**src/rtl/cla_pkg.sv**
```systemverilog
// Shared constants and geometry helpers for the pipelined carry-lookahead adder/subtractor.
package cla_pkg;

    localparam logic MODE_ADD = 1'b0;
    localparam logic MODE_SUB = 1'b1;

    // Number of lookahead groups that tile the operand word.
    function automatic int group_count(input int width, input int block);
        return width / block;
    endfunction

    // Groups must tile the word exactly and stay within the supported sizes.
    function automatic bit geometry_ok(input int width, input int block);
        return (width % block == 0) &&
               (block == 2 || block == 4 || block == 8) &&
               (width >= 8) && (width <= 128);
    endfunction

endpackage

```
**src/rtl/cla_block.sv**
```systemverilog
// One lookahead group: flat sum-of-products carries from local generate/propagate,
// plus the group generate/propagate used by the next lookahead level.
module cla_block
    import cla_pkg::*;
#(
    parameter int BLOCK = 4
) (
    input  logic [BLOCK-1:0] g,
    input  logic [BLOCK-1:0] p,
    input  logic             cin,
    output logic             gg,
    output logic             gp,
    output logic [BLOCK-1:0] carries
);

    // AND of pv[lo..hi]; an empty span (hi < lo) propagates unconditionally.
    function automatic logic p_span(input logic [BLOCK-1:0] pv, input int lo, input int hi);
        logic r;
        r = 1'b1;
        for (int k = lo; k <= hi; k++) begin
            r = r & pv[k];
        end
        return r;
    endfunction

    // Carry into bit position i, expanded without any ripple through lower carries.
    function automatic logic carry_into(input logic [BLOCK-1:0] gv, input logic [BLOCK-1:0] pv,
                                        input logic c, input int i);
        logic r;
        r = c & p_span(pv, 0, i - 1);
        for (int j = 0; j < i; j++) begin
            r = r | (gv[j] & p_span(pv, j + 1, i - 1));
        end
        return r;
    endfunction

    always_comb begin
        // NOTE: every output gets a default first so no latch can be inferred.
        carries = '0;
        for (int i = 0; i < BLOCK; i++) begin
            carries[i] = carry_into(g, p, cin, i);
        end
        // Carry out of the group with a zero carry-in is exactly the group generate.
        gg = carry_into(g, p, 1'b0, BLOCK);
        gp = p_span(p, 0, BLOCK - 1);
    end

endmodule

```
**src/rtl/pipelined_cla_adder.sv**
```systemverilog
// Two-stage pipelined carry-lookahead adder/subtractor with a valid/ready stream
// interface: S1 registers bit and group generate/propagate, S2 resolves carries and sums.
module pipelined_cla_adder
    import cla_pkg::*;
#(
    parameter int WIDTH = 32,
    parameter int BLOCK = 4
) (
    input  logic             clk,
    input  logic             rst_n,
    input  logic             in_valid,
    output logic             in_ready,
    input  logic [WIDTH-1:0] a,
    input  logic [WIDTH-1:0] b,
    input  logic             cin,
    input  logic             mode,
    output logic             out_valid,
    input  logic             out_ready,
    output logic [WIDTH-1:0] sum,
    output logic             cout,
    output logic             overflow
);

    localparam int NG = group_count(WIDTH, BLOCK);

    if (!geometry_ok(WIDTH, BLOCK)) begin : g_bad_geometry
        $fatal(1, "pipelined_cla_adder: WIDTH must be a multiple of BLOCK (2/4/8) within 8..128");
    end

    // ------------------------------------------------------------------
    // Handshake: a ready chain back from out_ready, no skid buffering.
    // ------------------------------------------------------------------
    logic s1_valid;
    logic s2_ready;
    logic s1_advance;
    logic in_fire;

    assign s2_ready   = !out_valid || out_ready;
    assign s1_advance = s1_valid && s2_ready;
    assign in_ready   = rst_n && (!s1_valid || s1_advance);
    assign in_fire    = in_valid && in_ready;

    // ------------------------------------------------------------------
    // Stage 1: subtract folds into the operands, then per-bit and per-group g/p.
    // ------------------------------------------------------------------
    logic [WIDTH-1:0] b_eff;
    logic [WIDTH-1:0] g_in;
    logic [WIDTH-1:0] p_in;
    logic             c0_in;
    logic [NG-1:0]    gg_in;
    logic [NG-1:0]    gp_in;
    logic [WIDTH-1:0] s1_carries_unused;

    assign b_eff = (mode == MODE_SUB) ? ~b : b;
    assign g_in  = a & b_eff;
    assign p_in  = a ^ b_eff;
    assign c0_in = (mode == MODE_SUB) ? ~cin : cin;

    for (genvar i = 0; i < NG; i++) begin : g_s1_group
        cla_block #(.BLOCK(BLOCK)) u_group_gp (
            .g       (g_in[i*BLOCK +: BLOCK]),
            .p       (p_in[i*BLOCK +: BLOCK]),
            .cin     (1'b0),
            .gg      (gg_in[i]),
            .gp      (gp_in[i]),
            .carries (s1_carries_unused[i*BLOCK +: BLOCK])
        );
    end

    logic [WIDTH-1:0] s1_g;
    logic [WIDTH-1:0] s1_p;
    logic             s1_c0;
    logic [NG-1:0]    s1_gg;
    logic [NG-1:0]    s1_gp;

    always_ff @(posedge clk or negedge rst_n) begin
        if (!rst_n) begin
            // NOTE: non-blocking assignments so every flop samples pre-edge values.
            s1_valid <= 1'b0;
            s1_g     <= '0;
            s1_p     <= '0;
            s1_c0    <= 1'b0;
            s1_gg    <= '0;
            s1_gp    <= '0;
        end else begin
            if (in_ready) begin
                s1_valid <= in_valid;
            end
            // Data only moves on a real transfer, so idle cycles leave the registers quiet.
            if (in_fire) begin
                s1_g  <= g_in;
                s1_p  <= p_in;
                s1_c0 <= c0_in;
                s1_gg <= gg_in;
                s1_gp <= gp_in;
            end
        end
    end

    // ------------------------------------------------------------------
    // Stage 2: second-level lookahead gives group carry-ins, groups expand them.
    // ------------------------------------------------------------------
    logic [NG-1:0]    grp_cin;
    logic             top_g;
    logic             top_p;
    logic [NG-1:0]    grp_g_unused;
    logic [NG-1:0]    grp_p_unused;
    logic [WIDTH-1:0] bit_c;
    logic [WIDTH-1:0] sum_next;
    logic             cout_next;
    logic             ovf_next;

    cla_block #(.BLOCK(NG)) u_group_carry (
        .g       (s1_gg),
        .p       (s1_gp),
        .cin     (s1_c0),
        .gg      (top_g),
        .gp      (top_p),
        .carries (grp_cin)
    );

    for (genvar i = 0; i < NG; i++) begin : g_s2_group
        cla_block #(.BLOCK(BLOCK)) u_bit_carry (
            .g       (s1_g[i*BLOCK +: BLOCK]),
            .p       (s1_p[i*BLOCK +: BLOCK]),
            .cin     (grp_cin[i]),
            .gg      (grp_g_unused[i]),
            .gp      (grp_p_unused[i]),
            .carries (bit_c[i*BLOCK +: BLOCK])
        );
    end

    assign cout_next = top_g | (top_p & s1_c0);
    assign sum_next  = s1_p ^ bit_c;
    // Signed overflow: carry into the sign bit disagrees with carry out of it.
    assign ovf_next  = bit_c[WIDTH-1] ^ cout_next;

    always_ff @(posedge clk or negedge rst_n) begin
        if (!rst_n) begin
            // NOTE: result registers are reset as well so sum/cout/overflow read 0 in reset.
            out_valid <= 1'b0;
            sum       <= '0;
            cout      <= 1'b0;
            overflow  <= 1'b0;
        end else begin
            if (s2_ready) begin
                out_valid <= s1_valid;
            end
            if (s1_advance) begin
                sum      <= sum_next;
                cout     <= cout_next;
                overflow <= ovf_next;
            end
        end
    end

endmodule

```
**config.mk**
```make
export PLATFORM = sky130hd
export DESIGN_NAME = pipelined_cla_adder
export DESIGN_NICKNAME = d
export VERILOG_FILES = /design/src/rtl/cla_pkg.sv /design/src/rtl/cla_block.sv /design/src/rtl/pipelined_cla_adder.sv
export SDC_FILE = /design/constraint.sdc
export NUM_CORES = 1
export LEC_CHECK = 0
export ABC_AREA = 0
export BUFFER_PORTS_ARGS = -buffer_cell sky130_fd_sc_hd__buf_4
export CAP_MARGIN = 20
export CORE_ASPECT_RATIO = 0.8
export CORE_UTILIZATION = 30
export CTS_CLUSTER_DIAMETER = 50
export CTS_CLUSTER_SIZE = 10
export DETAILED_ROUTE_END_ITERATION = 8
export PLACE_DENSITY_LB_ADDON = 0.2
export SYNTH_ARGS = -nofsm -noshare
export SYNTH_HDL_FRONTEND = slang
export SYNTH_SLANG_ARGS = --single-unit
```
**constraint.sdc**
```tcl
create_clock -name clk -period 4.25 [get_ports clk]
set_input_delay 0.425 -clock clk [delete_from_list [all_inputs] [get_ports clk]]
set_output_delay 0.425 -clock clk [all_outputs]
set_load 0.02 [all_outputs]
```
==> results.md, run 1 <==
- Synthesized net count: 620
- WHS: 0.0572 ns
- Average size of a mapped cell: 11.1 um^2
- Via/cell ratio: 4.60
- Clock network latency to the later pin of the worst-skew pair: 0.35 ns
- Post-CTS setup repair buffer count: 0
- Resize count post-CTS: 0
- Vias in the first global route: 4191
- # rows: 44
- Fin nets: 719
- Routed wire per std cell: 15.1 um
- Layout cells sized above 1: 30.6%
- TritonCTS Buffers: 9
- Final setup violation count: 0
- Total clock sinks: 109
- Final number of hold-violating endpoints: 0
- Global-route wire length before repair: 21.8 mm
- Largest stage delay, worst path: 0.46 ns
- H-Tree Depth: 3
- Number of inserted diodes: 0
- Overall global routing resource usage: 14.4%
- Measured slew at the worst slew-check pin: 0.891 ns
- Crit share post-route: 49.9%
- Synth Cell Area: 5650 um^2
- Status: finished clean
- X dimension of the die: 155 um
- Leftover overflow at the end of global routing: 0
- Length of the first detailed-routing pass in iterations: 4
- Total number of vias: 3986
- Biggest fanout along the worst timing path: 42
- Die area: 19400 um^2
- Final antenna-violating net count: 0
- Standard cell core area: 18300 um^2
- Antenna violations before repair: 0
- Post-Route Setup TNS: 0 ns
- Post-detailed-routing wire length: 13.1 mm
- Num ports: 106
- Worst VDD drop: 189 uV
- Worst min-delay path category: input port to async pin
- Power per Cell Area: 551 nW/um^2
- Startpoint type of the worst setup path: flop
- Critical path class: flop to flop
- Peak clock frequency supported by timing: 471 MHz
- Min Tclk post-route: 2.12 ns
- Number of I/O port buffers: 105
- Total number of yosys warnings: 0
- CTS clk-pin slew, worst paths: 0.07 ns
- Gpl congestion: 0.780
- Leakage power figure: 3.45 nW
- Post-route design area: 7070 um^2
- Count of unresolved DRC violations after routing: 0
- Worst setup skew after layout: 0.00817 ns
- Layout overhead on the synthesized area: 25.1%
- Clock tree from TritonCTS: yes
- CTS Root Buffer Type: sky130_fd_sc_hd__clkbuf_16
- Setup repair after global routing missed its margin: no
- Sequential-to-total area share from yosys stat: 48.3%
- Hold-fix buffers at CTS: 0
- Clock tree buffer depth: 2
- Ordered cell list for the critical path: nand2b_1, nand2_2, buf_4, nor3b_1, a21oi_1, o21ai_0, or3_1
- Final cell utilization of the core: 38.7%
- Initial cell density of the core: 30.9%
- Relative slew slack: 40.6%
- Max-slew violation total from the final report: 0
- Detailed placement HPWL: 9.55 mm
- Initial DRC count: 204
- Area of placed instances: 6700 um^2
- Maximum number of pins on one net before global-route repair: 92
- Highest-delay cell along the critical path: sky130_fd_sc_hd__buf_4
- Data arrival, critical path: 2.35 ns
- Vertical die dimension: 125 um
- Cells after synthesis: 510
- Category of the worst setup path capture point: flop
- Library cells used by synthesis: 39
- Synth Register Bits: 109
- Max Cap Violations: 0
- CP required: 4.48 ns
-- state kept, by name, summed over array words and instances (netlist names) --
signal,cells
cout,1
s1_g,24
s1_c0,1
s1_gg,8
s1_gp,8
out_valid,1
s1_valid,1
overflow,1
sum,32
s1_p,32
-- cell type report --
type                    instances  area [um^2]
clock buffers                  12          246
clock inverters                 4         95.1
multi-input cells             375         2830
repair buffers                108          831
inverters                       6         22.5
fillers                      1850        11200
flip-flops and latches        109         2730
well taps                     253          317
-- stage by stage --
stage               power, mW  worst slack, ns  cells
floorplan                2.41             2.00    510
global placement         2.95             1.77    850
detailed placement       2.98             1.73    850
CTS                      3.96             2.10    866
global route             4.17             1.85    867
finish                   3.90             2.13    867
-- power breakdown --
part / total (mW) / internal (mW) / switching, mW
Sequential: 1.60 / 1.35 / 0.246
Clock: 0.962 / 0.592 / 0.370
Combinational: 1.34 / 0.641 / 0.695
Total: 3.90 / 2.58 / 1.31
-- critical path: cells and delay by family (launching register included) --
family                 cells  cell delay (ns)
DFF                        1             0.36
buffers and inverters      1             0.46
and+or+nand+nor            4             0.92
AOI/OAI and AO/OA          2             0.25
-- cells in the mapped netlist (all sizes together) --
master / n / area (um^2)
o31ai: 1 / 7.51
nor3: 1 / 5.00
nor2b: 1 / 6.26
nand3: 1 / 5.00
a21oi: 23 / 115
and2: 2 / 12.5
clkbuf: 14 / 52.6
o21ai: 46 / 234
and4b: 3 / 30.0
ha: 40 / 500
mux2: 57 / 642
buf: 6 / 28.8
nand2: 69 / 259
a31oi: 4 / 46.3
nand4: 8 / 50.1
o21bai: 4 / 30.0
inv: 6 / 22.5
a311oi: 1 / 8.76
xnor2: 9 / 78.8
dfrtp: 109 / 2730
and3: 1 / 6.26
or2: 1 / 6.26
a21o: 24 / 180
xor2: 45 / 394
nand2b: 1 / 6.26
a211oi: 2 / 20.0
a31o: 3 / 26.3
nor3b: 3 / 22.5
or3: 5 / 31.3
o21a: 2 / 15.0
nor2: 15 / 56.3
nor4b: 3 / 26.3
-- cells in the final DEF (no fill, tap or decap), types with 8 or more instances in the layout --
master,instances
sky130_fd_sc_hd__nor2_1,15
sky130_fd_sc_hd__dfrtp_1,109
sky130_fd_sc_hd__nand2_1,67
sky130_fd_sc_hd__clkbuf_16,9
sky130_fd_sc_hd__xor2_1,45
sky130_fd_sc_hd__a21o_1,24
sky130_fd_sc_hd__xnor2_1,9
sky130_fd_sc_hd__mux2_2,57
sky130_fd_sc_hd__o21ai_0,44
sky130_fd_sc_hd__ha_1,40
sky130_fd_sc_hd__a21oi_1,23
sky130_fd_sc_hd__nand4_1,8
sky130_fd_sc_hd__buf_4,107
-- path summary, 6_finish.rpt --
| path | start | end | slack, ns | cells after the start |
|---|---|---|---|---|
| setup / recovery | out_valid | sum[15] | 2.13 | 7 |
| hold / removal | rst_n | sum[23] | 0.06 | 1 |
| setup reg to reg | out_valid | sum[15] | 2.13 | 7 |
| hold reg to reg | s1_gp[2] | s1_gp[2] | 0.48 | 2 |
| max in group asynchronous | rst_n | s1_gp[3] | 2.89 | 2 |
| min in group clk | cin | s1_c0 | 0.39 | 3 |
-- logic make-up (layout without fill, tap and decap cells) --
logic type	after synthesis	count (layout)	share of synthesized area, %
multiplexers	57	57	11.4
buffers and inverters	26	130	1.84
AO/OA/AOI/OAI	110	110	12.1
XOR/XNOR	54	54	8.37
flip-flops	109	109	48.3
adder cells (fa/ha/maj)	40	40	8.85
AND/OR/NAND/NOR	114	114	9.25
-- per-layer routing --
| metal | vias up | GRT usage, % | wire length [um] |
|---|---|---|---|
| li1 | 1992 | - | - |
| met1 | 1907 | 21.0 | 6810 |
| met2 | 79 | 21.2 | 5570 |
| met3 | 8 | 3.44 | 568 |
| met4 | 0 | 3.63 | 118 |
| met5 | - | 0 | 0 |
(Power assumes the default switching activity.)
==> run 2, diff against run 1 <==
==> constraint.sdc (replaced) <==
create_clock -name clk -period 2.1 [get_ports clk]
set_input_delay 0.21 -clock clk [delete_from_list [all_inputs] [get_ports clk]]
set_output_delay 0.21 -clock clk [all_outputs]
set_load 0.02 [all_outputs]
==> run 2 against run 1 <==
The flow now finishes with violations (hold timing); highest routed layer unchanged; global-route usage is 0.60 points higher; first-iteration DRC count is 11% higher; hold slack worse by 0.076 ns; largest cell class unchanged; final cell count is 1.3% higher; sequential share of layout area fell by 0.33 points; combinational power increased by 110%; power up 96%; critical path depth is 1 lower.
==> results.md, run 2 (same netlist as run 1, synthesis figures left out) <==
- Status: finished with violations
- Violated checks: hold timing
- Via/cell ratio: 4.65
- Resize count post-CTS: 0
- CTS Root Buffer Type: sky130_fd_sc_hd__clkbuf_16
- Total number of vias: 4080
- Clock network latency to the later pin of the worst-skew pair: 0.35 ns
- Final antenna-violating net count: 0
- Data arrival, critical path: 2.17 ns
- Top library cells by usage in the layout, fill and taps aside: 114 x sky130_fd_sc_hd__buf_4, 109 x sky130_fd_sc_hd__dfrtp_1, 67 x sky130_fd_sc_hd__nand2_1
- Number of inserted diodes: 0
- Vias in the first global route: 4169
- Category of the worst setup path capture point: flop
- Vertical die dimension: 125 um
- Post-Route Setup TNS: 0 ns
- Detailed placement HPWL: 10.3 mm
- Leftover overflow at the end of global routing: 0
- Post-Layout Cell Count: 878
- Gpl congestion: 0.754
- Leakage power figure: 3.49 nW
- Layout cells sized above 1: 32.3%
- CTS clk-pin slew, worst paths: 0.07 ns
- Num ports: 106
- Clock tree from TritonCTS: yes
- X dimension of the die: 155 um
- Filler cells: 1832
- Count of unresolved DRC violations after routing: 0
- Peak clock frequency supported by timing: 517 MHz
- WHS: -0.0191 ns
- Post-CTS setup repair buffer count: 0
- Number of instances in the placed design: 862
- Biggest regs: s1_p x32, sum x32, s1_g x24
- Area taken by flip-flops and latches: 2730 um^2
- Post-route setup slack: 0.166 ns
- Fin nets: 730
- Startpoint type of the worst setup path: flop
- Min Tclk post-route: 1.93 ns
- Length of the first detailed-routing pass in iterations: 4
- Max-slew violation total from the final report: 0
- Crit share post-route: 92.1%
- Overall global routing resource usage: 15.0%
- Final number of hold-violating endpoints: 8
- Measured slew at the worst slew-check pin: 0.621 ns
- Biggest fanout along the worst timing path: 3
- Die area: 19400 um^2
- Max Cap Violations: 0
- Initial cell density of the core: 30.9%
- Final setup violation count: 0
- Worst setup skew after layout: 0.0103 ns
- # rows: 44
- Relative slew slack: 58.6%
- Critical path class: flop to flop
- Hold-fix buffers at CTS: 0
- Worst min-delay path category: input port to async pin
- Post-detailed-routing wire length: 13.6 mm
- Routed wire per std cell: 15.5 um
- Total clock sinks: 109
- Power per Cell Area: 1070 nW/um^2
- Maximum number of pins on one net before global-route repair: 110
- Layout overhead on the synthesized area: 26.2%
- Antenna violations before repair: 0
- Final cell utilization of the core: 39.0%
- Number of I/O port buffers: 105
- Global-route wire length before repair: 22.5 mm
- Setup repair after global routing missed its margin: no
- H-Tree Depth: 3
- Standard cell core area: 18300 um^2
- Multi-input gate area in the final layout: 2840 um^2
- CP required: 2.33 ns
- Clock tree buffer depth: 2
- Initial DRC count: 226
- Worst VDD drop: 492 uV
- Post-placement worst setup slack: 0.129 ns
- Leading cell type in the layout, fill and taps excluded: sky130_fd_sc_hd__buf_4
- TritonCTS Buffers: 9
-- run 2: cell count changes in the layout (fill, tap and decap cells not counted), sizes merged --
cell / change
clkinv: +3
buf: +11
clkinvlp: +1
inv: +2
bufinv: -3
clkbuf: -3
-- run 2: final timing paths --
path                       startpoint       to  slack (ns)  depth (start not counted)
max in group asynchronous       rst_n   sum[2]        1.62                          2
min in group clk                  cin    s1_c0        0.17                          3
max                          s1_gp[0]  sum[19]        0.17                          6
max reg2reg                  s1_gp[0]  sum[19]        0.17                          6
min                             rst_n  sum[23]       -0.02                          2
min reg2reg                    sum[0]   sum[0]        0.48                          2
-- run 2: where the power goes --
group | leakage (nW) | switching, mW | internal (mW)
sequential | 1.35 | 0.512 | 2.74
clock | 0.136 | 0.804 | 0.810
combinational | 2.00 | 1.43 | 1.34
-- run 2: per-stage QoR --
step,total power [mW],cell area [um^2]
2_1_floorplan,4.87,5650
6_report,7.64,7130
3_3_place_gp,6.04,6850
5_1_grt,8.18,7130
3_5_place_dp,6.11,6850
4_1_cts,7.78,7130
-- run 2: worst max-delay path, stage by stage, from the launching register on --
cell,delay (ns)
sky130_fd_sc_hd__dfrtp_1,0.40
sky130_fd_sc_hd__a211oi_2,0.30
sky130_fd_sc_hd__o21bai_1,0.17
sky130_fd_sc_hd__a21o_1,0.24
sky130_fd_sc_hd__a31oi_2,0.25
sky130_fd_sc_hd__nor4b_1,0.08
sky130_fd_sc_hd__or3_1,0.37
-- run 2: per-layer routing --
| metal | wire (um) | share of wire [%] | up-vias | GRT usage [%] |
|---|---|---|---|---|
| li1 | - | - | 2010 | - |
| met1 | 7080 | 52 | 1958 | 22.8 |
| met2 | 5690 | 42 | 101 | 21.2 |
| met3 | 687 | 5.1 | 11 | 3.93 |
| met4 | 132 | 0.97 | 0 | 2.94 |
| met5 | 0 | 0 | - | 0 |
-- run 2: final cells by class --
cell class,instances,area share [%]
Multi-Input combinational cell,375,39.8
Clock inverter,7,0.684
Timing Repair Buffer,119,13.4
Inverter,6,0.316
Sequential cell,109,38.2
Clock buffer,9,3.16
Tap cell,253,4.44
==> run 3, diff against run 2 <==
--- a/config.mk
+++ b/config.mk
@@ -6,9 +6,9 @@
 export NUM_CORES = 1
 export LEC_CHECK = 0
 export ABC_AREA = 0
+export ABC_CLOCK_PERIOD_IN_PS = 2100
 export BUFFER_PORTS_ARGS = -buffer_cell sky130_fd_sc_hd__buf_4
 export CAP_MARGIN = 20
-export CORE_ASPECT_RATIO = 0.8
 export CORE_UTILIZATION = 30
 export CTS_CLUSTER_DIAMETER = 50
 export CTS_CLUSTER_SIZE = 10
==> run 3 against run 2 <==
The flow still finishes with violations (hold timing); clock skew decreased by 0.0037 ns; sequential cell count unchanged; final area increased by 0.18%; critical path depth unchanged; count of clock-buffer cells in the layout increased by 3; die area about the same; sequential share of layout area decreased by 0.067 points; sequential power about the same; critical endpoint unchanged; non-clock buffer count increased by 2; largest cell class unchanged.
==> results.md, run 3 (same netlist as run 1, synthesis figures left out) <==
- Number of I/O port buffers: 105
- Vias in the first global route: 4373
- Violated checks: hold timing
- CTS Root Buffer Type: sky130_fd_sc_hd__clkbuf_16
- TritonCTS Buffers: 9
- CTS clk-pin slew, worst paths: 0.07 ns
- Count of unresolved DRC violations after routing: 0
- Layout overhead on the synthesized area: 26.4%
- Total power: 7.73 mW
- Via/cell ratio: 4.66
- Clock tree buffer depth: 2
- Filler cells: 1801
- Overall global routing resource usage: 14.4%
- Post-Layout Cell Count: 856
- Crit path max-delay family: compound AO/OA/AOI/OAI gates
- Clock tree from TritonCTS: yes
- Met2 capacity usage during global routing: 24.6%
- Worst setup skew after layout: 0.00655 ns
- Startpoint type of the worst setup path: flop
- FF-to-FF Start: s1_gp[0]
- Number of instances in the placed design: 840
- Critical path class: flop to flop
- Initial cell density of the core: 31.0%
- Highest-delay cell along the critical path: sky130_fd_sc_hd__dfrtp_1
- Post-CTS setup repair buffer count: 0
- Multi-input gate area in the final layout: 2840 um^2
- Register share of total power: 41.7%
- Length of the first detailed-routing pass in iterations: 4
- Antenna violations before repair: 0
- CP required: 2.33 ns
- GRT Max-Usage Layer: met2
- Gpl congestion: 0.805
- Total clock sinks: 109
- Status: finished with violations
- Min Tclk post-route: 1.93 ns
- Int Pwr: 5.04 mW
- Ordered cell list for the critical path: a211oi_4, o21bai_1, a21o_1, a31oi_2, nor4b_1, or3_1
- Final antenna-violating net count: 0
- Max-slew violation total from the final report: 0
- Measured slew at the worst slew-check pin: 0.607 ns
- GR met1 Demand/Resource: 17.7%
- Global-route wire length before repair: 22.0 mm
- Maximum number of pins on one net before global-route repair: 110
- Leakage power figure: 3.50 nW
- Max Cap Violations: 0
- Area taken by flip-flops and latches: 2730 um^2
- Worst VDD drop: 532 uV
- Net switching power of the design: 2.68 mW
- Clock network latency to the later pin of the worst-skew pair: 0.35 ns
- Num ports: 106
- Total number of vias: 3991
- Worst min-delay path category: input port to async pin
- Vertical die dimension: 139 um
- Post-placement worst setup slack: 0.132 ns
- Post-Route Setup TNS: 0 ns
- RR Endpoint: sum[19]
- Leftover overflow at the end of global routing: 0
- Slack of the worst reg-to-reg path: 0.17 ns
- Share of power burned in combinational logic: 36.0%
- Largest stage delay, worst path: 0.42 ns
- Data arrival, critical path: 2.16 ns
- X dimension of the die: 139 um
- Standard cell core area: 18200 um^2
- Fin nets: 732
- # rows: 49
- Crit share post-route: 92.0%
- Power per Cell Area: 1080 nW/um^2
- H-Tree Depth: 3
- Final number of hold-violating endpoints: 22
- Routed wire per std cell: 15.3 um
- Top library cells by usage in the layout, fill and taps aside: 116 x sky130_fd_sc_hd__buf_4, 109 x sky130_fd_sc_hd__dfrtp_1, 67 x sky130_fd_sc_hd__nand2_1
- WHS: -0.0513 ns
- Initial DRC count: 95
- Peak clock frequency supported by timing: 517 MHz
- Post-detailed-routing wire length: 13.1 mm
- Layout cells sized above 1: 32.2%
- Setup repair after global routing missed its margin: no
- Buffer and inverter count on the worst path: 0
- Final setup violation count: 0
- Detailed placement HPWL: 9.78 mm
- Biggest fanout along the worst timing path: 3
- Category of the worst setup path capture point: flop
- Global routing met3 resource utilization: 4.09%
- Biggest regs: s1_p x32, sum x32, s1_g x24
- Post-route setup slack: 0.167 ns
- Switching power as a share of total power: 34.7%
- Leading cell type in the layout, fill and taps excluded: sky130_fd_sc_hd__buf_4
- Number of inserted diodes: 0
- Relative slew slack: 59.5%
- Die area: 19400 um^2
- Number of cells on the worst reg-to-reg path: 6
- Clock network fraction of design power: 22.2%
==> run 3: changes by cell type in the layout (fill, tap and decap cells not counted) <==
cell / change
sky130_fd_sc_hd__bufinv_16: +1
sky130_fd_sc_hd__clkinv_4: -1
sky130_fd_sc_hd__buf_4: +2
sky130_fd_sc_hd__a211oi_4: +1
sky130_fd_sc_hd__clkbuf_8: +1
sky130_fd_sc_hd__inv_6: -2
sky130_fd_sc_hd__clkinv_2: -1
sky130_fd_sc_hd__a211oi_2: -1
sky130_fd_sc_hd__clkbuf_1: +2
==> run 3: worst max path at each step <==
stage / startpoint / end / slack [ns] / cells past startpoint
CTS: s1_gp[0] / sum[19] / 0.12 / 6
finish: s1_gp[0] / sum[19] / 0.17 / 6
global placement: s1_gp[0] / sum[29] / 0.15 / 8
global route: s1_gp[0] / sum[19] / 0.03 / 6
floorplan: mode / s1_gg[4] / 0.07 / 8
detailed placement: s1_gp[0] / sum[29] / 0.13 / 8
==> run 3: cell type report <==
| type | instances | area share, % |
|---|---|---|
| multi-input cells | 375 | 39.8 |
| flip-flops and latches | 109 | 38.2 |
| well taps | 229 | 4.01 |
| clock inverters | 4 | 0.665 |
| clock buffers | 12 | 3.45 |
| repair buffers | 121 | 13.6 |
| inverters | 6 | 0.315 |
==> run 3: repair_timing <==
action,CTS,global route
gates resized for setup,0,2
hold buffers,0,0
setup endpoints to repair,0,2
==> run 3: power by group through the flow <==
stage | Combinational (mW) | Sequential [mW] | Clock [mW]
floorplan | 1.34 | 3.53 | 0
global placement | 2.79 | 3.24 | 0
detailed placement | 2.82 | 3.26 | 0
CTS | 2.84 | 3.22 | 1.79
global route | 3.11 | 3.33 | 1.87
finish | 2.78 | 3.22 | 1.72
==> run 3: stage by stage <==
step	area [um^2]	util, %
finish	7140	39.2
global route	7140	39.2
CTS	7130	39.2
detailed placement	6840	37.6
global placement	6840	37.6
floorplan	5650	-
==> run 3: layer usage <==
| layer | vias to the layer above | share of wire (%) |
|---|---|---|
| met5 | - | 0 |
| met4 | 0 | 1.2 |
| met3 | 13 | 4.9 |
| met2 | 70 | 48 |
| met1 | 1892 | 46 |
| li1 | 2016 | - |
